===== src/rtl/lcd_pkg.sv =====
// rtl/lcd_pkg.sv - shared state encodings, LCD command constants and init ROM for lcd_ctrl_param
package lcd_pkg;

  typedef enum logic [2:0] {PWRUP, INIT, IDLE, XFER, WAIT} ctrl_state_t;
  typedef enum logic [1:0] {PHY_IDLE, SETUP, EN_HI, HOLD} phy_state_t;

  localparam logic [7:0] CLR      = 8'h01;
  localparam logic [7:0] HOME     = 8'h02;
  localparam logic [7:0] ENTRY    = 8'h06;
  localparam logic [7:0] DISP_OFF = 8'h08;
  localparam logic [7:0] DISP_ON  = 8'h0C;
  localparam logic [7:0] FUNC_8B  = 8'h38;
  localparam logic [7:0] FUNC_4B  = 8'h28;
  localparam logic [7:0] WAKE     = 8'h30;
  localparam logic [7:0] GO_4B    = 8'h20;

  localparam int INIT_LEN_8 = 8;
  localparam int INIT_LEN_4 = 9;

  // single: only the high nibble goes out in 4-bit mode (the wake-up writes)
  typedef struct packed {
    logic       long_wait;
    logic       single;
    logic [7:0] cmd;
  } init_entry_t;

  function automatic int cnt_width(input int a, input int b, input int c);
    int m;
    m = (a > b) ? a : b;
    m = (m > c) ? m : c;
    return $clog2(m) + 1;
  endfunction

  function automatic init_entry_t init_rom(input logic four, input logic [3:0] idx);
    init_entry_t e;
    e = '{1'b0, 1'b0, 8'h00};
    if (four) begin
      case (idx)
        4'd0, 4'd1, 4'd2: e = '{1'b1, 1'b1, WAKE};
        4'd3:             e = '{1'b0, 1'b1, GO_4B};
        4'd4:             e = '{1'b0, 1'b0, FUNC_4B};
        4'd5:             e = '{1'b0, 1'b0, DISP_OFF};
        4'd6:             e = '{1'b1, 1'b0, CLR};
        4'd7:             e = '{1'b0, 1'b0, ENTRY};
        4'd8:             e = '{1'b0, 1'b0, DISP_ON};
        default:          e = '{1'b0, 1'b0, 8'h00};
      endcase
    end else begin
      case (idx)
        4'd0, 4'd1, 4'd2: e = '{1'b1, 1'b0, WAKE};
        4'd3:             e = '{1'b0, 1'b0, FUNC_8B};
        4'd4:             e = '{1'b0, 1'b0, DISP_OFF};
        4'd5:             e = '{1'b1, 1'b0, CLR};
        4'd6:             e = '{1'b0, 1'b0, ENTRY};
        4'd7:             e = '{1'b0, 1'b0, DISP_ON};
        default:          e = '{1'b0, 1'b0, 8'h00};
      endcase
    end
    return e;
  endfunction

endpackage


===== src/rtl/lcd_bus_phy.sv =====
// rtl/lcd_bus_phy.sv - one SETUP/EN_HI/HOLD strobe cycle on the LCD bus with start/done handshake
module lcd_bus_phy
  import lcd_pkg::*;
#(
  parameter int DATA_W    = 8,
  parameter int SETUP_CYC = 4,
  parameter int EN_CYC    = 25,
  parameter int HOLD_CYC  = 2
) (
  input  logic              clk_i,
  input  logic              rst_i,
  input  logic              start,
  input  logic              rs,
  input  logic [DATA_W-1:0] word,
  output logic              done,
  output logic              reg_sel,
  output logic              enable,
  output logic [DATA_W-1:0] bus
);

  localparam int CNT_W = cnt_width(SETUP_CYC, EN_CYC, HOLD_CYC);
  localparam logic [CNT_W-1:0] S_LAST = CNT_W'(SETUP_CYC - 1);
  localparam logic [CNT_W-1:0] E_LAST = CNT_W'(EN_CYC - 1);
  localparam logic [CNT_W-1:0] H_LAST = CNT_W'(HOLD_CYC - 1);

  phy_state_t        state, state_n;
  logic [CNT_W-1:0]  cnt, cnt_n;
  logic              en_q, en_n, rs_q, rs_n;
  logic [DATA_W-1:0] bus_q, bus_n;

  always_ff @(posedge clk_i) begin
    if (rst_i) begin
      state <= PHY_IDLE;
      cnt   <= '0;
      en_q  <= 1'b0;
      rs_q  <= 1'b0;
      bus_q <= '0;
    end else begin
      state <= state_n;
      cnt   <= cnt_n;
      en_q  <= en_n;
      rs_q  <= rs_n;
      bus_q <= bus_n;
    end
  end

  // A start during the last HOLD cycle chains straight into the next SETUP
  always_comb begin
    state_n = state;
    cnt_n   = cnt + 1'b1;
    en_n    = en_q;
    rs_n    = rs_q;
    bus_n   = bus_q;
    case (state)
      PHY_IDLE: begin
        cnt_n = '0;
        if (start) begin
          state_n = SETUP;
          rs_n    = rs;
          bus_n   = word;
        end
      end
      SETUP: if (cnt == S_LAST) begin
        state_n = EN_HI;
        cnt_n   = '0;
        en_n    = 1'b1;
      end
      EN_HI: if (cnt == E_LAST) begin
        state_n = HOLD;
        cnt_n   = '0;
        en_n    = 1'b0;
      end
      HOLD: if (cnt == H_LAST) begin
        cnt_n = '0;
        if (start) begin
          state_n = SETUP;
          rs_n    = rs;
          bus_n   = word;
        end else begin
          state_n = PHY_IDLE;
        end
      end
      default: state_n = PHY_IDLE;
    endcase
  end

  assign done    = (state == HOLD) && (cnt == H_LAST);
  assign reg_sel = rs_q;
  assign enable  = en_q;
  assign bus     = bus_q;

endmodule


===== src/rtl/lcd_ctrl_param.sv =====
// rtl/lcd_ctrl_param.sv - HD44780 write controller; define LCD_INIT_EN to play the power-on init ROM
module lcd_ctrl_param
  import lcd_pkg::*;
#(
  parameter int DATA_W        = 8,
  parameter int SETUP_CYC     = 4,
  parameter int EN_CYC        = 25,
  parameter int HOLD_CYC      = 2,
  parameter int WAIT_CYC      = 2000,
  parameter int LONG_WAIT_CYC = 82000,
  parameter int PWRUP_CYC     = 750000
) (
  input  logic              clk_i,
  input  logic              rst_i,
  input  logic              valid_i,
  input  logic              rs_i,
  input  logic [7:0]        data_i,
  output logic              ready_o,
  output logic              init_done_o,
  output logic              reg_sel_o,
  output logic              enable_o,
  output logic [DATA_W-1:0] lcd_data_o
);

  localparam bit FOUR  = (DATA_W == 4);
  localparam int CNT_W = cnt_width(PWRUP_CYC, LONG_WAIT_CYC, WAIT_CYC);
  localparam logic [CNT_W-1:0] PWR_LAST  = CNT_W'(PWRUP_CYC - 1);
  localparam logic [CNT_W-1:0] WAIT_LAST = CNT_W'(WAIT_CYC - 1);
  localparam logic [CNT_W-1:0] LONG_LAST = CNT_W'(LONG_WAIT_CYC - 1);

  ctrl_state_t       state, state_n;
  logic [CNT_W-1:0]  cnt, cnt_n;
  logic              init_done_q, init_done_n;
  logic [7:0]        data_q, data_n;
  logic              rs_q, rs_n, long_q, long_n, single_q, single_n, nib_q, nib_n;
  logic              start, rs_src, phy_done;
  logic [7:0]        word_src;
  logic [DATA_W-1:0] bus_word;

`ifdef LCD_INIT_EN
  localparam int INIT_LEN = FOUR ? INIT_LEN_4 : INIT_LEN_8;
  localparam logic [3:0] INIT_LAST = 4'(INIT_LEN - 1);
  logic [3:0]  idx, idx_n;
  init_entry_t rom;
  assign rom = init_rom(FOUR, idx);
`endif

  always_ff @(posedge clk_i) begin
    if (rst_i) begin
      state       <= PWRUP;
      cnt         <= '0;
      init_done_q <= 1'b0;
      data_q      <= '0;
      rs_q        <= 1'b0;
      long_q      <= 1'b0;
      single_q    <= 1'b0;
      nib_q       <= 1'b0;
`ifdef LCD_INIT_EN
      idx         <= '0;
`endif
    end else begin
      state       <= state_n;
      cnt         <= cnt_n;
      init_done_q <= init_done_n;
      data_q      <= data_n;
      rs_q        <= rs_n;
      long_q      <= long_n;
      single_q    <= single_n;
      nib_q       <= nib_n;
`ifdef LCD_INIT_EN
      idx         <= idx_n;
`endif
    end
  end

  always_comb begin
    state_n     = state;
    cnt_n       = cnt;
    init_done_n = init_done_q;
    data_n      = data_q;
    rs_n        = rs_q;
    long_n      = long_q;
    single_n    = single_q;
    nib_n       = nib_q;
    start       = 1'b0;
    word_src    = data_q;
    rs_src      = rs_q;
`ifdef LCD_INIT_EN
    idx_n       = idx;
`endif
    case (state)
      PWRUP: begin
        if (cnt == PWR_LAST) begin
          cnt_n = '0;
`ifdef LCD_INIT_EN
          state_n = INIT;
`else
          state_n     = IDLE;
          init_done_n = 1'b1;
`endif
        end else begin
          cnt_n = cnt + 1'b1;
        end
      end
`ifdef LCD_INIT_EN
      INIT: begin
        start    = 1'b1;
        word_src = rom.cmd;
        rs_src   = 1'b0;
        data_n   = rom.cmd;
        rs_n     = 1'b0;
        long_n   = rom.long_wait;
        single_n = rom.single;
        nib_n    = 1'b0;
        state_n  = XFER;
      end
`endif
      // The accept edge loads the PHY directly so the bus changes in the next cycle
      IDLE: begin
        word_src = data_i;
        rs_src   = rs_i;
        if (valid_i && init_done_q) begin
          start    = 1'b1;
          data_n   = data_i;
          rs_n     = rs_i;
          long_n   = !rs_i && (data_i[7:2] == 6'd0);
          single_n = 1'b0;
          nib_n    = 1'b0;
          state_n  = XFER;
        end
      end
      XFER: begin
        if (phy_done) begin
          if (FOUR && !nib_q && !single_q) begin
            start = 1'b1;
            nib_n = 1'b1;
          end else begin
            state_n = WAIT;
            cnt_n   = '0;
          end
        end
      end
      WAIT: begin
        if (cnt == (long_q ? LONG_LAST : WAIT_LAST)) begin
          cnt_n   = '0;
          state_n = IDLE;
`ifdef LCD_INIT_EN
          if (!init_done_q) begin
            if (idx == INIT_LAST) begin
              init_done_n = 1'b1;
            end else begin
              idx_n   = idx + 1'b1;
              state_n = INIT;
            end
          end
`endif
        end else begin
          cnt_n = cnt + 1'b1;
        end
      end
      default: state_n = PWRUP;
    endcase
  end

  // The second nibble is the only transfer started from XFER
  if (DATA_W == 8) begin : g_bus8
    assign bus_word = word_src;
  end else if (DATA_W == 4) begin : g_bus4
    assign bus_word = (state == XFER) ? word_src[3:0] : word_src[7:4];
  end else begin : g_bad_width
    $error("lcd_ctrl_param: DATA_W must be 8 or 4");
  end

  lcd_bus_phy #(
    .DATA_W   (DATA_W),
    .SETUP_CYC(SETUP_CYC),
    .EN_CYC   (EN_CYC),
    .HOLD_CYC (HOLD_CYC)
  ) u_phy (
    .clk_i  (clk_i),
    .rst_i  (rst_i),
    .start  (start),
    .rs     (rs_src),
    .word   (bus_word),
    .done   (phy_done),
    .reg_sel(reg_sel_o),
    .enable (enable_o),
    .bus    (lcd_data_o)
  );

  assign ready_o     = (state == IDLE) && init_done_q;
  assign init_done_o = init_done_q;

endmodule

===== config.mk =====
export PLATFORM = sky130hd
export DESIGN_NAME = lcd_ctrl_param
export DESIGN_NICKNAME = d
export VERILOG_FILES = /design/src/rtl/lcd_pkg.sv /design/src/rtl/lcd_bus_phy.sv /design/src/rtl/lcd_ctrl_param.sv
export SDC_FILE = /design/constraint.sdc
export NUM_CORES = 1
export LEC_CHECK = 0
export ABC_CLOCK_PERIOD_IN_PS = 5840
export BUFFER_PORTS_ARGS = -buffer_cell sky130_fd_sc_hd__buf_2
export CELL_PAD_IN_SITES_DETAIL_PLACEMENT = 1
export CELL_PAD_IN_SITES_GLOBAL_PLACEMENT = 1
export CORE_MARGIN = 4
export CORE_UTILIZATION = 49
export DETAILED_ROUTE_END_ITERATION = 10
export PLACE_DENSITY = 0.92
export SYNTH_ARGS = -nofsm -noshare
export SYNTH_HDL_FRONTEND = slang
export SYNTH_SLANG_ARGS = --single-unit

===== constraint.sdc =====
create_clock -name clk_i -period 5.84 [get_ports clk_i]
set_input_delay 0.584 -clock clk_i [delete_from_list [all_inputs] [get_ports clk_i]]
set_output_delay 0.584 -clock clk_i [all_outputs]
set_load 0.1 [all_outputs]

==> flow_summary.yaml, run 1 <==
min_path:
  holdPathStages: 2
  hold_path.class: "flop to flop"
  hp-start: "data_q[6]"
  min_to: "data_q[6]"
setup_path:
  reg2reg_from: "state[1]"
  critPathArrivalTime_ns: 2.89
  r2r-end: "u_phy.bus[1]"
  worst-r2r-cell-count: 6
  critical_path_class: "flop to flop"
  cp-end-kind: "flop"
  start_kind: "flop"
  worst-path-max-fanout: 18
  worstPathRequired_ns: 6.06
  reg2reg_slack_ns: 3.17
grt:
  grt_pass1_vias: 2332
  grt_pass1_wl_mm: 11.56
  antenna_found_initial: 0
  grt-ovfl-total: 0
  grtUsageTotal_pct: 22.07
  grt_start_max_net_pins: 49
job:
  cap_violations: 0
sta:
  fin_crit_ns: 2.671
  worst_pin_slew_ns: 0.9311
  setup_viol: 0
  period_share_pct: 45.74
  whs_ns: 0.4689
  max_freq_ghz: 0.3743
  slew_viol_final: 0
  hold_viol: 0
  clock_skew_ns: 0.01222
  tns_ns: 0
  rsz0062_at_grt: "false"
  relSlewSlack_pct: 37.92
power_and_ir_drop:
  p_switching_mw: 0.2387
  p_clk_share_pct: 30.5
  comb_power_share_pct: 17.9
  leakage_nw: 0.9581
  switching_share_pct: 31.68
  pwr-share-seq_pct: 51.6
  ir_drop_mv: 0.1498
  power.density_mw_per_mm2: 257.7
  internal-power_mw: 0.5146
synthesis:
  yosys.area.top_type: "dfxtp_1"
  synthFlopType: "dfxtp_1"
  synthCells: 292
  yosysTopAreaCellShare_pct: 39.63
  syn_area_sq_mm: 0.002678
  async_flop_share_pct: 0
  ys_types: 47
  yosys.area_share.adder_pct: 4.206
  synth-compound-area-share_pct: 12.71
  synth_warnings: 0
  synth-seq-cells: 53
  synth_xor_area_share_pct: 7.850
  yosys-top-cells-area: "dfxtp_1, xnor2_1, nor3_1"
  synth_simple_gate_area_share_pct: 28.27
  synth.mux.area_fraction_pct: 4.112
  synth_edf_count: 0
  yosysSeqAreaShare_pct: 39.63
  syn_nets: 313
  avgSynthCellArea_sq_um: 9.170
  synth_top_family_by_area: "simple AND/OR/NAND/NOR gates"
finish:
  area_growth_pct: 9.159
  layout-drive-gt1-share_pct: 15.16
  nNetsFinal: 330
  final-seq-area_sq_mm: 0.001061
  antennaDiodeCount: 0
  post-route-util_pct: 56.15
  n_fill_cell: 612
  multi_input_area_sq_mm: 0.001535
route:
  totalWireLength_mm: 6.579
  drt-initial-drc-count: 81
  post_drt_wl_per_cell_microns: 17.31
  first_pass_iters: 4
  vias: 2218
  vias_per_cell: 5.837
  drtAntennaViolNets: 0
  drcViolationCount: 0
floorplan:
  die_w_microns: 81.92
  start_util_pct: 51.44
  die_y_microns: 81.92
  row_count: 26
  die-area_sq_mm: 0.006711
  io_pins: 24
  core-area_sq_mm: 0.005205
cts:
  clock-root-buffer: "clkbuf_8"
  clock_path_buffers: 2
  cts.clk_slew.worst_paths_ns: 0.12
  cts-resized-gates: 0
  cts_max_level: 2
  postCtsSetupRepairBufs: 0
  cts_hold_buf: 0
  cts_buffers: 5
  cts_tree: "built"
  clock_sinks: 53
  clkLatencyLatePin_ns: 0.32
placement:
  hpwl_mm: 4.583
  port_buffers: 23
  place_congestion: 0.8193
run_status:
  outcome: "finished, final reports clean"
per-stage QoR:
| stage | power (mW) | instance area, sq um | instances | setup WS, ns |
|---|---|---|---|---|
| 6_report | 0.7533 | 2923 | 380 | 3.169 |
| 2_1_floorplan | 0.5022 | 2678 | 292 | 3.321 |
| 3_3_place_gp | 0.5240 | 2825 | 372 | 3.302 |
| 4_1_cts | 0.7588 | 2923 | 380 | 3.137 |
| 5_1_grt | 0.7944 | 2923 | 380 | 2.929 |
| 3_5_place_dp | 0.5305 | 2825 | 372 | 3.182 |
cells by family after synthesis:
kind of cell | after synthesis
and+or+nand+nor | 133
DFF | 53
AOI/OAI and AO/OA | 43
xor gates and xnor gates | 24
buffers and inverters | 19
muxes | 11
adders and majority gates | 9
per-layer routing:
metal  global-route usage, %  up-vias  part of all wire, %
li1                        -     1097                    -
met1                   28.81     1084                   46
met2                   38.05       31                   51
met3                   3.289        6                  2.6
met4                   5.482        0                  1.1
met5                       0        -                    0
synth_stat cells, types with 2 or more instances:
master / count
dfxtp_1: 53
nand2_1: 31
nor3_1: 24
nor2_1: 23
xnor2_1: 19
a21oi_1: 13
a211oi_1: 12
nand3_1: 12
mux2i_1: 11
clkbuf_1: 9
ha_1: 9
nand4_1: 6
inv_1: 5
nor3_2: 5
nor4_1: 5
nor4b_1: 5
xor2_1: 5
and2_1: 4
and4_1: 3
buf_2: 3
nor3b_1: 3
a21o_1: 2
a221oi_1: 2
and4bb_2: 2
nor4_2: 2
nor4bb_1: 2
o31ai_1: 2
worst max-delay path by stage:
stage / endpoint / slack [ns] / startpoint / depth (start not counted)
2_1_floorplan: ready_o / 3.32 / state[1] / 3
3_3_place_gp: u_phy.bus[5] / 3.30 / state[1] / 6
3_5_place_dp: u_phy.bus[7] / 3.18 / state[1] / 6
4_1_cts: u_phy.bus[7] / 3.14 / state[1] / 6
5_1_grt: u_phy.bus[0] / 2.93 / state[1] / 6
6_report: u_phy.bus[1] / 3.17 / state[1] / 6
sequential cells by signal, summed over array words and instances (netlist names), 2 cells and up:
register     cells
cnt             21
data_q           8
state            3
u_phy.bus        8
u_phy.cnt        6
u_phy.state      2
power by group through the flow:
stage | clock, mW | sequential, mW | combinational, mW
after floorplan | 0 | 0.399 | 0.103
after global placement | 0 | 0.396 | 0.128
after detailed placement | 0 | 0.397 | 0.133
after CTS | 0.235 | 0.389 | 0.135
after global routing | 0.252 | 0.392 | 0.150
final | 0.230 | 0.389 | 0.135
layout by cell type, fill, tap and decap left out, types with 6 or more instances in the layout:
cell type,synthesis,routed
buf_2,3,23
ha_1,9,9
a21oi_1,13,13
nand3_1,12,12
xnor2_1,19,19
nor3_1,24,24
dfxtp_1,53,53
nor2_1,23,23
a211oi_1,12,12
mux2i_1,11,11
nand4_1,6,6
nand2_1,31,31
worst max-delay path, cell delays in order (launching register included):
cell and delay [ns]:
dfxtp_1 0.44, nor3b_2 0.19, buf_4 0.24, nand3_1 0.52, nor3_4 0.80, nor2_1 0.10
a211oi_1 0.27
final cells by class:
cell class                 count  share of cell area [%]
sequential                    53                   36.30
timing repair buffer          24                   4.195
multi-input combinational    220                   52.53
tap                           70                   2.997
inverter                       5                  0.6421
clock buffer                   5                   2.354
clock inverter                 3                  0.9846
Note: power is estimated with default switching activity, not from simulation.
==> run 2, diff against run 1 <==
ABC_CLOCK_PERIOD_IN_PS = 2220   (was 5840)
CORE_UTILIZATION = 41   (was 49)
PLACE_DENSITY = 0.83   (was 0.92)
clock period = 2.22 ns   (was 5.84 ns; I/O delays follow)
==> run 2 against run 1 <==
  * Die area is 18% higher
  * Worst hold slack got worse by 0.31 ns
  * Setup slack got worse by 3.1 ns
  * Non-clock buffer count increased by 10
  * Routed wire length down 1.5%
  * Power rose to 2.6 times the previous value
  * Critical path type unchanged
  * Sequential cell count unchanged
  * Highest routed layer unchanged
  * Sequential share of layout area is 1.2 points lower
==> flow_summary.yaml, run 2 (synthesis results as in run 1) <==
route:
  drt-initial-drc-count: 64
  totalWireLength_mm: 6.481
  vias_per_cell: 5.647
  post_drt_wl_per_cell_microns: 16.32
  drtAntennaViolNets: 0
  vias: 2242
  first_pass_iters: 4
  drcViolationCount: 0
setup_path:
  reg2reg_slack_ns: 0.12
  critPathArrivalTime_ns: 2.31
  max_stage_delay_ns: 0.51
  cp-end-kind: "flop"
  worst-r2r-cell-count: 5
  cp_cell_sequence: "nor4_4 > a41oi_4 > nor4_1 > xnor2_1 > nor3_2"
  worstPathRequired_ns: 2.43
  start_kind: "flop"
  crit_family: "simple AND/OR/NAND/NOR gates"
  r2r-end: "cnt[20]"
  critPathBufInv: 0
  slowest_stage: "nor4_4"
  reg2reg_from: "u_phy.cnt[4]"
  critical_path_class: "flop to flop"
  worst-path-max-fanout: 16
job:
  cap_violations: 0
sta:
  period_share_pct: 94.67
  clock_skew_ns: 0.007139
  worst_pin_slew_ns: 0.5604
  max_freq_ghz: 0.4758
  tns_ns: 0
  setup_viol: 0
  rsz0062_at_grt: "false"
  hold_viol: 0
  whs_ns: 0.1573
  relSlewSlack_pct: 62.52
  fin_crit_ns: 2.102
  slew_viol_final: 0
power_and_ir_drop:
  p_clk_share_pct: 28.7
  p_switching_mw: 0.5986
  leakage_nw: 1.009
  switching_share_pct: 30.60
  power.density_mw_per_mm2: 645.9
  internal-power_mw: 1.358
  ir_drop_mv: 0.3162
  pwr-share-seq_pct: 52.2
  comb_power_share_pct: 19.1
floorplan:
  die_w_microns: 88.81
  die-area_sq_mm: 0.007887
  start_util_pct: 42.17
  core-area_sq_mm: 0.006350
  die_y_microns: 88.81
  row_count: 29
  io_pins: 24
min_path:
  holdPathStages: 3
  hp-start: "data_i[1]"
  hold_path.class: "input port to flop"
  min_to: "data_q[1]"
grt:
  grt-ovfl-total: 0
  grt_pass1_vias: 2343
  grt_pass1_wl_mm: 11.00
  grt_start_max_net_pins: 22
  antenna_found_initial: 0
  grtUsageTotal_pct: 17.64
cts:
  clock-root-buffer: "clkbuf_8"
  cts_max_level: 2
  cts_tree: "built"
  clock_sinks: 53
  clock_path_buffers: 2
  clkLatencyLatePin_ns: 0.31
  cts.clk_slew.worst_paths_ns: 0.10
  cts_buffers: 5
  postCtsSetupRepairBufs: 0
finish:
  antennaDiodeCount: 0
  final_cell_mix: "dfxtp_1, nand2_1, nor3_1"
  area_growth_pct: 13.13
  largest_register_ffs: 21
  layout-drive-gt1-share_pct: 18.13
  layout_commonest_cell: "dfxtp_1"
  nNetsFinal: 340
  regMostFlops: "cnt"
run_status:
  outcome: "finished, final reports clean"
placement:
  place_congestion: 0.8039
  hpwl_mm: 4.603
  port_buffers: 23
-- run 2: power groups by stage --
stage          sequential (mW)  clock, mW  combinational (mW)
6_report                  1.02      0.562               0.373
5_1_grt                   1.03      0.626               0.412
4_1_cts                   1.02      0.585               0.375
3_5_place_dp              1.04          0               0.370
3_3_place_gp              1.04          0               0.356
2_1_floorplan             1.05          0               0.271
-- run 2: per-stage QoR --
step                util, %  setup WS, ns  power, mW  instance area, sq um  cells
floorplan                 -       0.06266      1.321                  2679    292
global placement      46.27        0.2402      1.396                  2938    389
detailed placement    46.27        0.1272      1.414                  2938    389
CTS                   47.70       0.09309      1.981                  3029    397
global route          47.70      0.007255      2.066                  3029    397
finish                47.70        0.1183      1.956                  3029    397
-- run 2: repair_timing --
item                                    in CTS  in global routing
resized for setup                            0                  0
hold buffers                                 0                  0
endpoints found under the setup margin       0                  1
-- run 2: worst max path at each step --
| stage | startpoint | endpoint | slack [ns] | cells after the start |
|---|---|---|---|---|
| floorplan | state[1] | ready_o | 0.06 | 3 |
| global placement | u_phy.cnt[2] | cnt[10] | 0.24 | 5 |
| detailed placement | u_phy.cnt[2] | cnt[20] | 0.13 | 5 |
| CTS | u_phy.cnt[2] | cnt[20] | 0.09 | 5 |
| global route | u_phy.cnt[4] | cnt[18] | 0.007 | 5 |
| finish | u_phy.cnt[4] | cnt[20] | 0.12 | 5 |
-- run 2: area by class of cell --
cell class                 count  area (sq um)
multi-input combinational    220          1535
inverter                       5         18.77
tap                           77         96.34
fill                         755          3321
clock buffer                   5         68.82
clock inverter                 3         22.52
timing repair buffer          34         225.2
sequential                    53          1062
-- run 2: worst register-to-register path, stage by stage (launching register included) --
cell and delay, ns:
dfxtp_1 0.38, nor4_4 0.51, a41oi_4 0.36, nor4_1 0.51, xnor2_1 0.19, nor3_2 0.05
-- run 2: metal layers --
| metal | GRT usage (%) | up-vias | wire length (microns) |
|---|---|---|---|
| met1 | 22.12 | 1100 | 2928 |
| met2 | 30.16 | 25 | 3301 |
| met4 | 6.044 | 0 | 98 |
| li1 | - | 1109 | - |
| met5 | 0 | - | 0 |
| met3 | 3.352 | 8 | 153 |
